===== src/rtl/service_4_alarm.sv =====
// Alarm-clock service block: arm/ring/game/dismiss FSM, three-round memory game scorer, 4-bit LFSR with one-hot LED.
// Optional macro SERVICE4_INTERNAL_TARGET_EN replaces the random_led target input with an internally latched copy of hot.
module service_4_alarm (
  input  logic        clk,
  input  logic        resetn,
  input  logic        SPDT4,
  input  logic [15:0] current,
  input  logic [15:0] alarm,
  input  logic        push_m,
  input  logic [9:0]  SPDTs,
  input  logic [9:0]  random_led,
  output logic [2:0]  alarm_state,
  output logic        mini_game,
  output logic [15:0] count_state,
  output logic [3:0]  q,
  output logic [9:0]  hot
);

  localparam logic [2:0] S0 = 3'b000;
  localparam logic [2:0] S1 = 3'b001;
  localparam logic [2:0] S2 = 3'b010;
  localparam logic [2:0] S3 = 3'b100;

  localparam logic [15:0] C0 = 16'd0;
  localparam logic [15:0] C3 = 16'd3;

  logic [2:0]  state_reg, state_next;
  logic [15:0] count_reg, count_next;
  logic        mini_reg, mini_next;
  logic [19:0] prev_reg, prev_next;
  logic        was_s2_reg;
  logic [3:0]  q_reg;
  logic [3:0]  q_mod;
  logic [19:0] pair;
  logic [9:0]  target;
  logic        in_s2;
  logic        changed;
  logic        match;
  logic        round_en;

  assign pair  = {SPDTs, random_led};
  assign in_s2 = (state_reg == S2);

`ifdef SERVICE4_INTERNAL_TARGET_EN
  logic [9:0] target_reg;
  assign target  = target_reg;
  assign changed = (SPDTs != prev_reg[19:10]);

  // Target refreshes on game entry and after each scored round so the player chases a new LED.
  always_ff @(posedge clk) begin
    if (!resetn) begin
      target_reg <= 10'd0;
    end else if (in_s2 && (!was_s2_reg || round_en)) begin
      target_reg <= hot;
    end
  end
`else
  assign target  = random_led;
  assign changed = (pair != prev_reg);
`endif

  assign match = (SPDTs == target) && (target != 10'd0);

  // SPDT4 low dominates every other transition.
  always_comb begin
    state_next = state_reg;
    if (!SPDT4) begin
      state_next = S0;
    end else begin
      case (state_reg)
        S0:      if (current == alarm) state_next = S1;
        S1:      if (push_m)           state_next = S2;
        S2:      if (mini_reg)         state_next = S3;
        S3:      state_next = S3;
        default: state_next = S0;
      endcase
    end
  end

  // First S2 cycle only captures the pair; later cycles score whenever it changes.
  always_comb begin
    count_next = count_reg;
    mini_next  = mini_reg;
    prev_next  = prev_reg;
    round_en   = 1'b0;
    if (!in_s2) begin
      count_next = C0;
      mini_next  = 1'b0;
      prev_next  = pair;
    end else if (!was_s2_reg) begin
      prev_next = pair;
    end else if (changed) begin
      round_en  = 1'b1;
      prev_next = pair;
      if (match) begin
        count_next = (count_reg == C3) ? C3 : count_reg + 16'd1;
        if (count_next == C3) mini_next = 1'b1;
      end else begin
        count_next = C0;
      end
    end
  end

  always_ff @(posedge clk) begin
    if (!resetn) begin
      state_reg  <= S0;
      count_reg  <= C0;
      mini_reg   <= 1'b0;
      prev_reg   <= 20'd0;
      was_s2_reg <= 1'b0;
      q_reg      <= 4'b0001;
    end else begin
      state_reg  <= state_next;
      count_reg  <= count_next;
      mini_reg   <= mini_next;
      prev_reg   <= prev_next;
      was_s2_reg <= in_s2;
      q_reg      <= {q_reg[2:0], q_reg[3] ^ q_reg[2]};
    end
  end

  assign q_mod = (q_reg >= 4'd10) ? (q_reg - 4'd10) : q_reg;

  genvar gi;
  generate
    for (gi = 0; gi < 10; gi++) begin : g_hot
      assign hot[gi] = (q_mod == 4'(gi));
    end
  endgenerate

  assign alarm_state = state_reg;
  assign mini_game   = mini_reg;
  assign count_state = count_reg;
  assign q           = q_reg;

endmodule


===== config.mk =====
export PLATFORM = sky130hd
export DESIGN_NAME = service_4_alarm
export DESIGN_NICKNAME = d
export VERILOG_FILES = /design/src/rtl/service_4_alarm.sv
export SDC_FILE = /design/constraint.sdc
export NUM_CORES = 1
export LEC_CHECK = 0
export BUFFER_PORTS_ARGS = -buffer_cell sky130_fd_sc_hd__buf_4
export CAP_MARGIN = 20
export CORE_AREA = 3 3 81 83
export CTS_CLUSTER_SIZE = 40
export DETAILED_ROUTE_END_ITERATION = 10
export DIE_AREA = 0 0 84 86
export PLACE_DENSITY = 0.74
export SYNTH_ARGS = -nofsm -noshare
export SYNTH_HDL_FRONTEND = slang
export SYNTH_SLANG_ARGS = --single-unit
export TNS_END_PERCENT = 30

===== constraint.sdc =====
create_clock -name clk -period 1.95 [get_ports clk]
set_input_delay 0.0975 -clock clk [delete_from_list [all_inputs] [get_ports clk]]
set_output_delay 0.0975 -clock clk [all_outputs]
set_load 0.01 [all_outputs]

# Word-level counts from Yosys, hierarchy flattened
# Cells that the tools add are included.
# totals
regBits	45
in_bits	56
output_inout_bits	34
wordCells	50
# classes
addsub	2
order_cmp	1
eq_ne	21
mux	10
n_bitwise	1
n_reduce_logical	9
# ops
cell	count
two-way mux 20 bit	3
== test 16 x 2 -> 1 bit (second input constant)	2
two-way mux 16 bit	2
inequality test 20 bit	1
adder 16 x 1 -> 16 bit (second input constant)	1
== test 16 bit	1
== test 4 x 3 -> 1 bit (second input constant)	4
one-hot mux 3 bit (4 select lines)	1
== test 10 bit	1
nonzero test 10 bit	1
two-way mux 3 bit	3
== test 4 x 2 -> 1 bit (second input constant)	2
== test 4 bit (second input constant)	2
inequality test 2 bit (second input constant)	3
AND reduction 2 bit	3
== test 4 x 1 -> 1 bit (second input constant)	1
>= comparator 4 bit (second input constant)	1
logical NOT 4 bit	1
two-way mux 4 bit	1
AND reduction 4 bit	1
subtractor 4 bit (second input constant)	1
== test 3 x 1 -> 1 bit (second input constant)	1
== test 3 x 2 -> 1 bit (second input constant)	1
== test 3 bit (second input constant)	1
other kinds (5)	5

# Longest topological paths before layout
# Gate-level depths: netlist of the first run.
# depth
ltp_word	4
depth_mapped	8
ltp_nobuf	7

# Worst setup path after synthesis of the first run
# No wires, ideal clock.
# synth_path
path_type	register -> register
start	reg count_reg[1], in the netlist count_state[1]
end	reg mini_reg, in the netlist mini_game
setup_ns	0.071
arrival_time_ns	1.860
required_ns	1.879
slack_ns	0.020
path_stages_with_launch	8
path_buffers	0
synth_period_minus_slack_ns	1.930
cell_sequence	dfxtp_1 > ha_1 > nand3_1 > nor4_1 > nand4_1 > a22oi_1 > o2111ai_1 > a21oi_1
# synth_via
elab_chain_len	4
elab_cells_between_ends	5
classes_between	add/sub (1); eq/ne (2); mux (1); reduce/logical (1)
# synth_rtl
element	line	source
start: declaration	28	logic [15:0] count_reg, count_next;
start signal: assignment	114	count_reg <= count_next;
adder 16 x 1 -> 16 bit or == test 16 x 2 -> 1 bit (tied branches)	96	count_next = (count_reg == C3) ? C3 : count_reg + 16'd1;
two-way mux 16 bit (*)	96	
== test 16 x 2 -> 1 bit (*)	97	if (count_next == C3) mini_next = 1'b1;
AND reduction 4 bit (no line) (*)	n/a	
end signal: assignment	115	mini_reg <= mini_next;
end: declaration	29	logic mini_reg, mini_next;
# Every way passes the cells marked *; elsewhere a longest branch is shown, timed or not.
# A chain may end at the register's enable or synchronous reset.

# Worst setup path after layout of the first run
# layout_path
start	reg q_reg[2], in the netlist q[2]
end	out hot[8]
# layout_via
elab_chain_len	3
elab_cells_between_ends	4
classes_between	add/sub (1); order compare (1); eq/ne (1); mux (1)
# layout_rtl
element	line	source
start: declaration	32	logic [3:0] q_reg;
start signal: assignment	118	q_reg <= {q_reg[2:0], q_reg[3] ^ q_reg[2]};
subtractor 4 bit or >= comparator 4 bit (tied branches)	122	assign q_mod = (q_reg >= 4'd10) ? (q_reg - 4'd10) : q_reg;
two-way mux 4 bit (*)	122	
== test 4 bit (*)	127	assign hot[gi] = (q_mod == 4'(gi));
end: declaration	16	output logic [9:0] hot
# Marks and branches as above.

==> results.sh, run 1 <==
export IMPL_skew_ns=0.00618
export IMPL_cts_hold_buffers=0
export IMPL_grt_pass1_vias=2670
export IMPL_via_per_inst=5.30
export IMPL_synth_fa_ha_area_share_pct=1.92
export IMPL_layout_cells_non_filler=504
export IMPL_ys_flop_type="dfxtp_1"
export IMPL_maxSlewViolCount=0
export IMPL_async_flop_share_pct=0
export IMPL_crit_required_ns=1.85
export IMPL_power_switching_mw=0.488
export IMPL_cts_made_buffers=5
export IMPL_antenna_found_initial=0
export IMPL_synthMuxAreaShare_pct=2.45
export IMPL_grt_pass1_wl_um=11900
export IMPL_dr_first_iter_drc_count=125
export IMPL_synth_top_area_share_pct=34.6
export IMPL_nets=488
export IMPL_vias=2671
export IMPL_period_share_pct=98.8
export IMPL_power_frac_seq_pct=47.8
export IMPL_power_frac_comb_pct=15.5
export IMPL_synth_top_family_by_area="simple AND/OR/NAND/NOR gates"
export IMPL_maxCapViolations=0
export IMPL_cp_arrival_ns=1.83
export IMPL_synthCells=313
export IMPL_holdPathEnd="prev_reg[14]$_SDFFE_PN0P_"
export IMPL_post_dp_hpwl_um=5310
export IMPL_num_rows=28
export IMPL_dp_cells=490
export IMPL_relSlewSlack_pct=70.8
export IMPL_powerDensity_mw_per_mm2=525
export IMPL_cts_max_level=2
export IMPL_r2r_start="count_state[0]$_SDFFE_PN0P_"
export IMPL_rsz0062_at_grt="true"
export IMPL_initial_utilization_pct=44.0
export IMPL_largest_reg_flops=20
export IMPL_ys_top_cells_by_area="dfxtp_1, xor2_1, and2_1, xnor2_1, nor2_1"
export IMPL_areaGrowthSynthToFinish_pct=48.3
export IMPL_core_mm2=0.00592
export IMPL_clkPwrFrac_pct=36.7
export IMPL_fp_dieArea_mm2=0.00722
export IMPL_antenna_cells=0
export IMPL_syn_area_per_cell_um2=8.33
export IMPL_outcome="completed"
export IMPL_start_kind="flop"
export IMPL_reg2reg_to="mini_game$_SDFFE_PN0P_"
export IMPL_fmax_mhz=519
export IMPL_clk_pin_slew_ns=0.08
export IMPL_cts_tree="done"
export IMPL_drc=0
export IMPL_grt_max_degree=27
export IMPL_power_leakage_nw=1.63
export IMPL_synth_compound_area_share_pct=9.03
export IMPL_grt_util_all_layers_pct=19.7
export IMPL_final_util_pct=65.3
export IMPL_cts_sink_count=45
export IMPL_hold_depth=2
export IMPL_port_buffers=89
export IMPL_fp_dieW_um=84
export IMPL_ys_seq_area_share_pct=34.6
export IMPL_ys_types=42
export IMPL_yosys_warnings=0
export IMPL_tightest_slew_ns=0.435
export IMPL_yosys_area_share_simple_pct=32.2
export IMPL_cts_root_buf="clkbuf_8"
export IMPL_synth_xor_area_share_pct=17.1
export IMPL_crit_fanout=4
export IMPL_hold_class="in -> reg"
export IMPL_setup_viol=0
export IMPL_synthTopCellsByCount="dfxtp_1, xor2_1, nor2_1"
export IMPL_ys_ff_latch=45
export IMPL_crit_path_end_kind="output pin"
export IMPL_clkLatencyLatePin_ns=0.30
export IMPL_yosysMostFrequentCell="dfxtp_1"
export IMPL_ant_nets=0
export IMPL_ioPinCount=90
export IMPL_power_internal_mw=1.54
export IMPL_tns_ns=0
export IMPL_min_delay_start="SPDTs[4]"
export IMPL_first_pass_iters=4
export IMPL_wl_um=7370
export IMPL_critical_path_class="reg -> out"
export IMPL_cts_buffer_depth=2
export IMPL_drive_gt1_share_pct=37.1
export IMPL_syn_nets=373
export IMPL_synth_edf_count=0
export IMPL_netlist_area_mm2=0.00261
export IMPL_wl_per_cell_um=14.6
export IMPL_die_h_um=86
export IMPL_fin_hold_ws_ns=0.0327
export IMPL_overflow=0
export IMPL_finalHoldViolCount=0
export IMPL_ir_worst_vdd_mv=0.392
export IMPL_fin_crit_ns=1.93
export IMPL_r2r_cells=7
export IMPL_synth_top_area_cell="dfxtp_1"
export IMPL_gp_congestion=0.909
export IMPL_switching_share_pct=24.1
export IMPL_r2r_slack_ns=0.08
through the flow:
step	instance area (um2)	setup slack, ns	total power [mW]
4_1_cts	3670	0.0114	2.03
2_1_floorplan	2610	0.0197	1.12
5_1_grt	3860	-0.0775	2.11
6_report	3860	0.0225	2.03
3_3_place_gp	3500	0.146	1.27
3_5_place_dp	3500	0.0911	1.27
power by group through the flow:
| stage | registers (mW) | logic [mW] | clock network [mW] |
|---|---|---|---|
| 6_report | 0.969 | 0.315 | 0.745 |
| 5_1_grt | 0.973 | 0.345 | 0.796 |
| 4_1_cts | 0.966 | 0.300 | 0.762 |
| 3_5_place_dp | 0.985 | 0.290 | 0 |
| 3_3_place_gp | 0.984 | 0.281 | 0 |
| 2_1_floorplan | 0.982 | 0.134 | 0 |
logic make-up (layout without fill, tap and decap cells):
logic type / Yosys count / in the layout
fa+ha+maj: 4 / 4
buf+inv: 17 / 133
xor+xnor: 51 / 51
mux: 6 / 6
compound gates: 42 / 42
flops: 45 / 45
simple gates: 148 / 148
layout by cell type, fill, tap and decap left out, types with 12 or more instances in the layout:
cell type,n
nor2_1,24
o21ai_0,15
xnor2_1,15
xor2_1,35
and2_1,23
dfxtp_1,41
a21oi_1,18
nor4_1,12
buf_4,117
nand2_1,14
final cells by class:
cell class / instances / area (um2)
sequential: 45 / 908
inverter: 7 / 28.8
timing repair buffer: 118 / 890
clock buffer: 6 / 82.6
clock inverter: 2 / 37.5
fill: 493 / 2060
tap: 75 / 93.8
multi-input combinational: 251 / 1820
per-layer routing:
layer / track usage, % / wire [um] / vias up / share of wire (%)
met5: 0 / 0 / - / 0
met4: 5.85 / 166 / 0 / 2.3
met3: 3.65 / 333 / 15 / 4.5
met2: 35.1 / 3770 / 75 / 51
met1: 24.2 / 3100 / 1255 / 42
li1: - / - / 1326 / -
worst max-delay path, cell delays in order, from the launching register on:
cell and delay [ns]:
dfxtp_4 0.39, inv_4 0.06, ha_4 0.16, a21oi_4 0.20, nor2_4 0.07, xnor2_4 0.16
nor4_1 0.31, buf_4 0.18
worst max path at each step:
stage,startpoint,end,slack (ns),cells after the start
6_report,q[2]$_SDFF_PN0_,hot[8],0.02,7
5_1_grt,q[2]$_SDFF_PN0_,hot[2],-0.08,8
4_1_cts,q[1]$_SDFF_PN0_,hot[2],0.01,7
3_5_place_dp,count_state[1]$_SDFFE_PN0P_,mini_game$_SDFFE_PN0P_,0.09,8
3_3_place_gp,count_state[0]$_SDFFE_PN0P_,mini_game$_SDFFE_PN0P_,0.15,9
2_1_floorplan,count_state[1]$_SDFFE_PN0P_,mini_game$_SDFFE_PN0P_,0.02,7
timing repair:
item	in CTS	in global routing
resized for setup	13	28
setup endpoints to repair	10	14
endpoints found under the hold margin	0	0
buffers inserted	1	5
pin swaps	4	6
No activity file was read; power rests on OpenSTA's default activity.
==> run 2, diff against run 1 <==
--- a/config.mk
+++ b/config.mk
@@ -7,11 +7,12 @@
 export LEC_CHECK = 0
 export BUFFER_PORTS_ARGS = -buffer_cell sky130_fd_sc_hd__buf_4
 export CAP_MARGIN = 20
-export CORE_AREA = 3 3 81 83
+export CORE_AREA = 3 3 79 81
+export CTS_BUF_LIST = sky130_fd_sc_hd__clkbuf_8
 export CTS_CLUSTER_SIZE = 40
 export DETAILED_ROUTE_END_ITERATION = 10
-export DIE_AREA = 0 0 84 86
-export PLACE_DENSITY = 0.74
+export DIE_AREA = 0 0 82 84
+export PLACE_DENSITY = 0.77
 export SYNTH_ARGS = -nofsm -noshare
 export SYNTH_HDL_FRONTEND = slang
 export SYNTH_SLANG_ARGS = --single-unit
==> run 2 against run 1 <==
Cell count fell by 1.6%. Clock skew rose by 0.0027 ns. Worst hold slack improved by 0.0047 ns. Maximum frequency rose by 1.6%. Setup slack improved by 0.031 ns. Critical path depth fell by 1. Register-to-register slack improved by 0.03 ns. Die area fell by 4.7%. Sequential power barely moved. First-iteration DRC count fell by 1.6%. Flip-flop and latch count did not move. Critical path type unchanged.
==> results.sh, run 2 (synthesis results as in run 1) <==
export IMPL_areaGrowthSynthToFinish_pct=45.6
export IMPL_initial_utilization_pct=47.0
export IMPL_powerDensity_mw_per_mm2=532
export IMPL_skew_ns=0.00886
export IMPL_power_frac_seq_pct=47.8
export IMPL_worstSetupEndpoint="hot[6]"
export IMPL_cts_tree="done"
export IMPL_power_leakage_nw=1.62
export IMPL_fmax_mhz=527
export IMPL_total_power_mw=2.02
export IMPL_r2r_slack_ns=0.11
export IMPL_wl_um=6880
export IMPL_ant_nets=0
export IMPL_relSlewSlack_pct=66.5
export IMPL_via_per_inst=5.28
export IMPL_core_mm2=0.00554
export IMPL_layout_common_cells="buf_4, dfxtp_1, xor2_1"
export IMPL_power_switching_mw=0.483
export IMPL_nets=483
export IMPL_vias=2618
export IMPL_hold_class="in -> reg"
export IMPL_cts_buffer_depth=2
export IMPL_ioPinCount=90
export IMPL_num_rows=27
export IMPL_power_frac_comb_pct=15.2
export IMPL_cts_max_level=2
export IMPL_cts_made_buffers=5
export IMPL_start_kind="flop"
export IMPL_dp_cells=487
export IMPL_tns_ns=0
export IMPL_post_dp_hpwl_um=5200
export IMPL_worst_slack_ns=0.0537
export IMPL_drc=0
export IMPL_finalHoldViolCount=0
export IMPL_antenna_found_initial=0
export IMPL_placed_cell_area_mm2=0.00349
export IMPL_rsz0062_at_grt="true"
export IMPL_grt_util_all_layers_pct=20.0
export IMPL_antenna_cells=0
export IMPL_clk_pin_slew_ns=0.08
export IMPL_stdcell_area_mm2=0.00379
export IMPL_clkPwrFrac_pct=36.9
export IMPL_cp_arrival_ns=1.80
export IMPL_wl_per_cell_um=13.9
export IMPL_crit_fanout=4
export IMPL_multi_input_area_mm2=0.00179
export IMPL_gp_congestion=0.915
export IMPL_layout_commonest_cell="buf_4"
export IMPL_drive_gt1_share_pct=36.1
export IMPL_grt_max_degree=27
export IMPL_maxCapViolations=0
export IMPL_setup_viol=0
export IMPL_critical_path_class="reg -> out"
export IMPL_overflow=0
export IMPL_reg2reg_to="count_state[8]$_SDFFE_PN0P_"
export IMPL_cts_root_buf="clkbuf_8"
export IMPL_cts_sink_count=45
export IMPL_grt_pass1_wl_um=11000
export IMPL_ir_worst_vdd_mv=0.431
export IMPL_port_buffers=89
export IMPL_crit_path_end_kind="output pin"
export IMPL_die_h_um=84
export IMPL_crit_required_ns=1.85
export IMPL_place_ws_ns=-0.0166
export IMPL_maxSlewViolCount=0
export IMPL_power_internal_mw=1.54
export IMPL_clkLatencyLatePin_ns=0.30
export IMPL_dr_first_iter_drc_count=123
export IMPL_startpoint="q[3]$_SDFF_PN0_"
export IMPL_fin_crit_ns=1.90
export IMPL_tightest_slew_ns=0.499
export IMPL_period_share_pct=97.2
export IMPL_r2r_cells=7
export IMPL_layout_cells_non_filler=496
export IMPL_outcome="completed"
export IMPL_grt_pass1_vias=2465
export IMPL_fp_dieW_um=82
export IMPL_fillers=457
export IMPL_first_pass_iters=4
export IMPL_r2r_start="count_state[8]$_SDFFE_PN0P_"
export IMPL_seq_area_um2=911
export IMPL_switching_share_pct=23.9
export IMPL_fp_dieArea_mm2=0.00689
export IMPL_largest_reg_flops=20
[run 2: worst min-delay path by stage]
stage / startpoint / to / depth (start not counted)
after floorplan: random_led[0] / prev_reg[0]$_SDFFE_PN0P_ / 1
after global placement: SPDTs[8] / prev_reg[18]$_SDFFE_PN0P_ / 2
after detailed placement: SPDTs[9] / prev_reg[19]$_SDFFE_PN0P_ / 2
after CTS: SPDTs[9] / prev_reg[19]$_SDFFE_PN0P_ / 2
after global routing: SPDTs[6] / prev_reg[16]$_SDFFE_PN0P_ / 2
final: SPDTs[9] / prev_reg[19]$_SDFFE_PN0P_ / 2
[run 2: area by class of cell]
type | count | area share [%]
multi-input cells | 251 | 47.2
flip-flops and latches | 45 | 24.0
repair buffers | 113 | 22.5
well taps | 72 | 2.37
clock buffers | 6 | 2.18
clock inverters | 2 | 0.989
inverters | 7 | 0.758
[run 2: worst max-delay path, cell delays in order, from the launching register on]
cell and delay (ns):
dfxtp_4 0.39, ha_2 0.22, a21oi_4 0.20, mux2i_4 0.30
nand2_2 0.12, nor3_2 0.13, buf_4 0.14
[run 2: what timing repair did]
action                                  in CTS  in global routing
hold buffers                                 0                  0
pin swaps                                    4                  4
hold endpoints to repair                     0                  0
gates resized for setup                     17                 20
buffers inserted                             0                  1
endpoints found under the setup margin      10                 19
[run 2: metrics by stage]
stage	hold slack, ns	util [%]
floorplan	0.219	-
global placement	0.334	63.1
detailed placement	0.343	63.1
CTS	0.0297	66.6
global route	0.0234	68.5
finish	0.0374	68.5
[run 2: per-layer routing]
layer  up-vias  track usage (%)  share of wire [%]
li1       1316                -                  -
met1      1210             24.5                 42
met2        85             35.6                 52
met3         7             4.64                5.6
met4         0             3.32               0.94
met5         -                0                  0
[run 2: power by group through the flow]
| stage | Clock, mW | Sequential [mW] | Combinational, mW |
|---|---|---|---|
| floorplan | 0 | 0.982 | 0.134 |
| global placement | 0 | 0.984 | 0.281 |
| detailed placement | 0 | 0.985 | 0.288 |
| CTS | 0.759 | 0.966 | 0.299 |
| global route | 0.790 | 0.969 | 0.338 |
| finish | 0.745 | 0.966 | 0.307 |
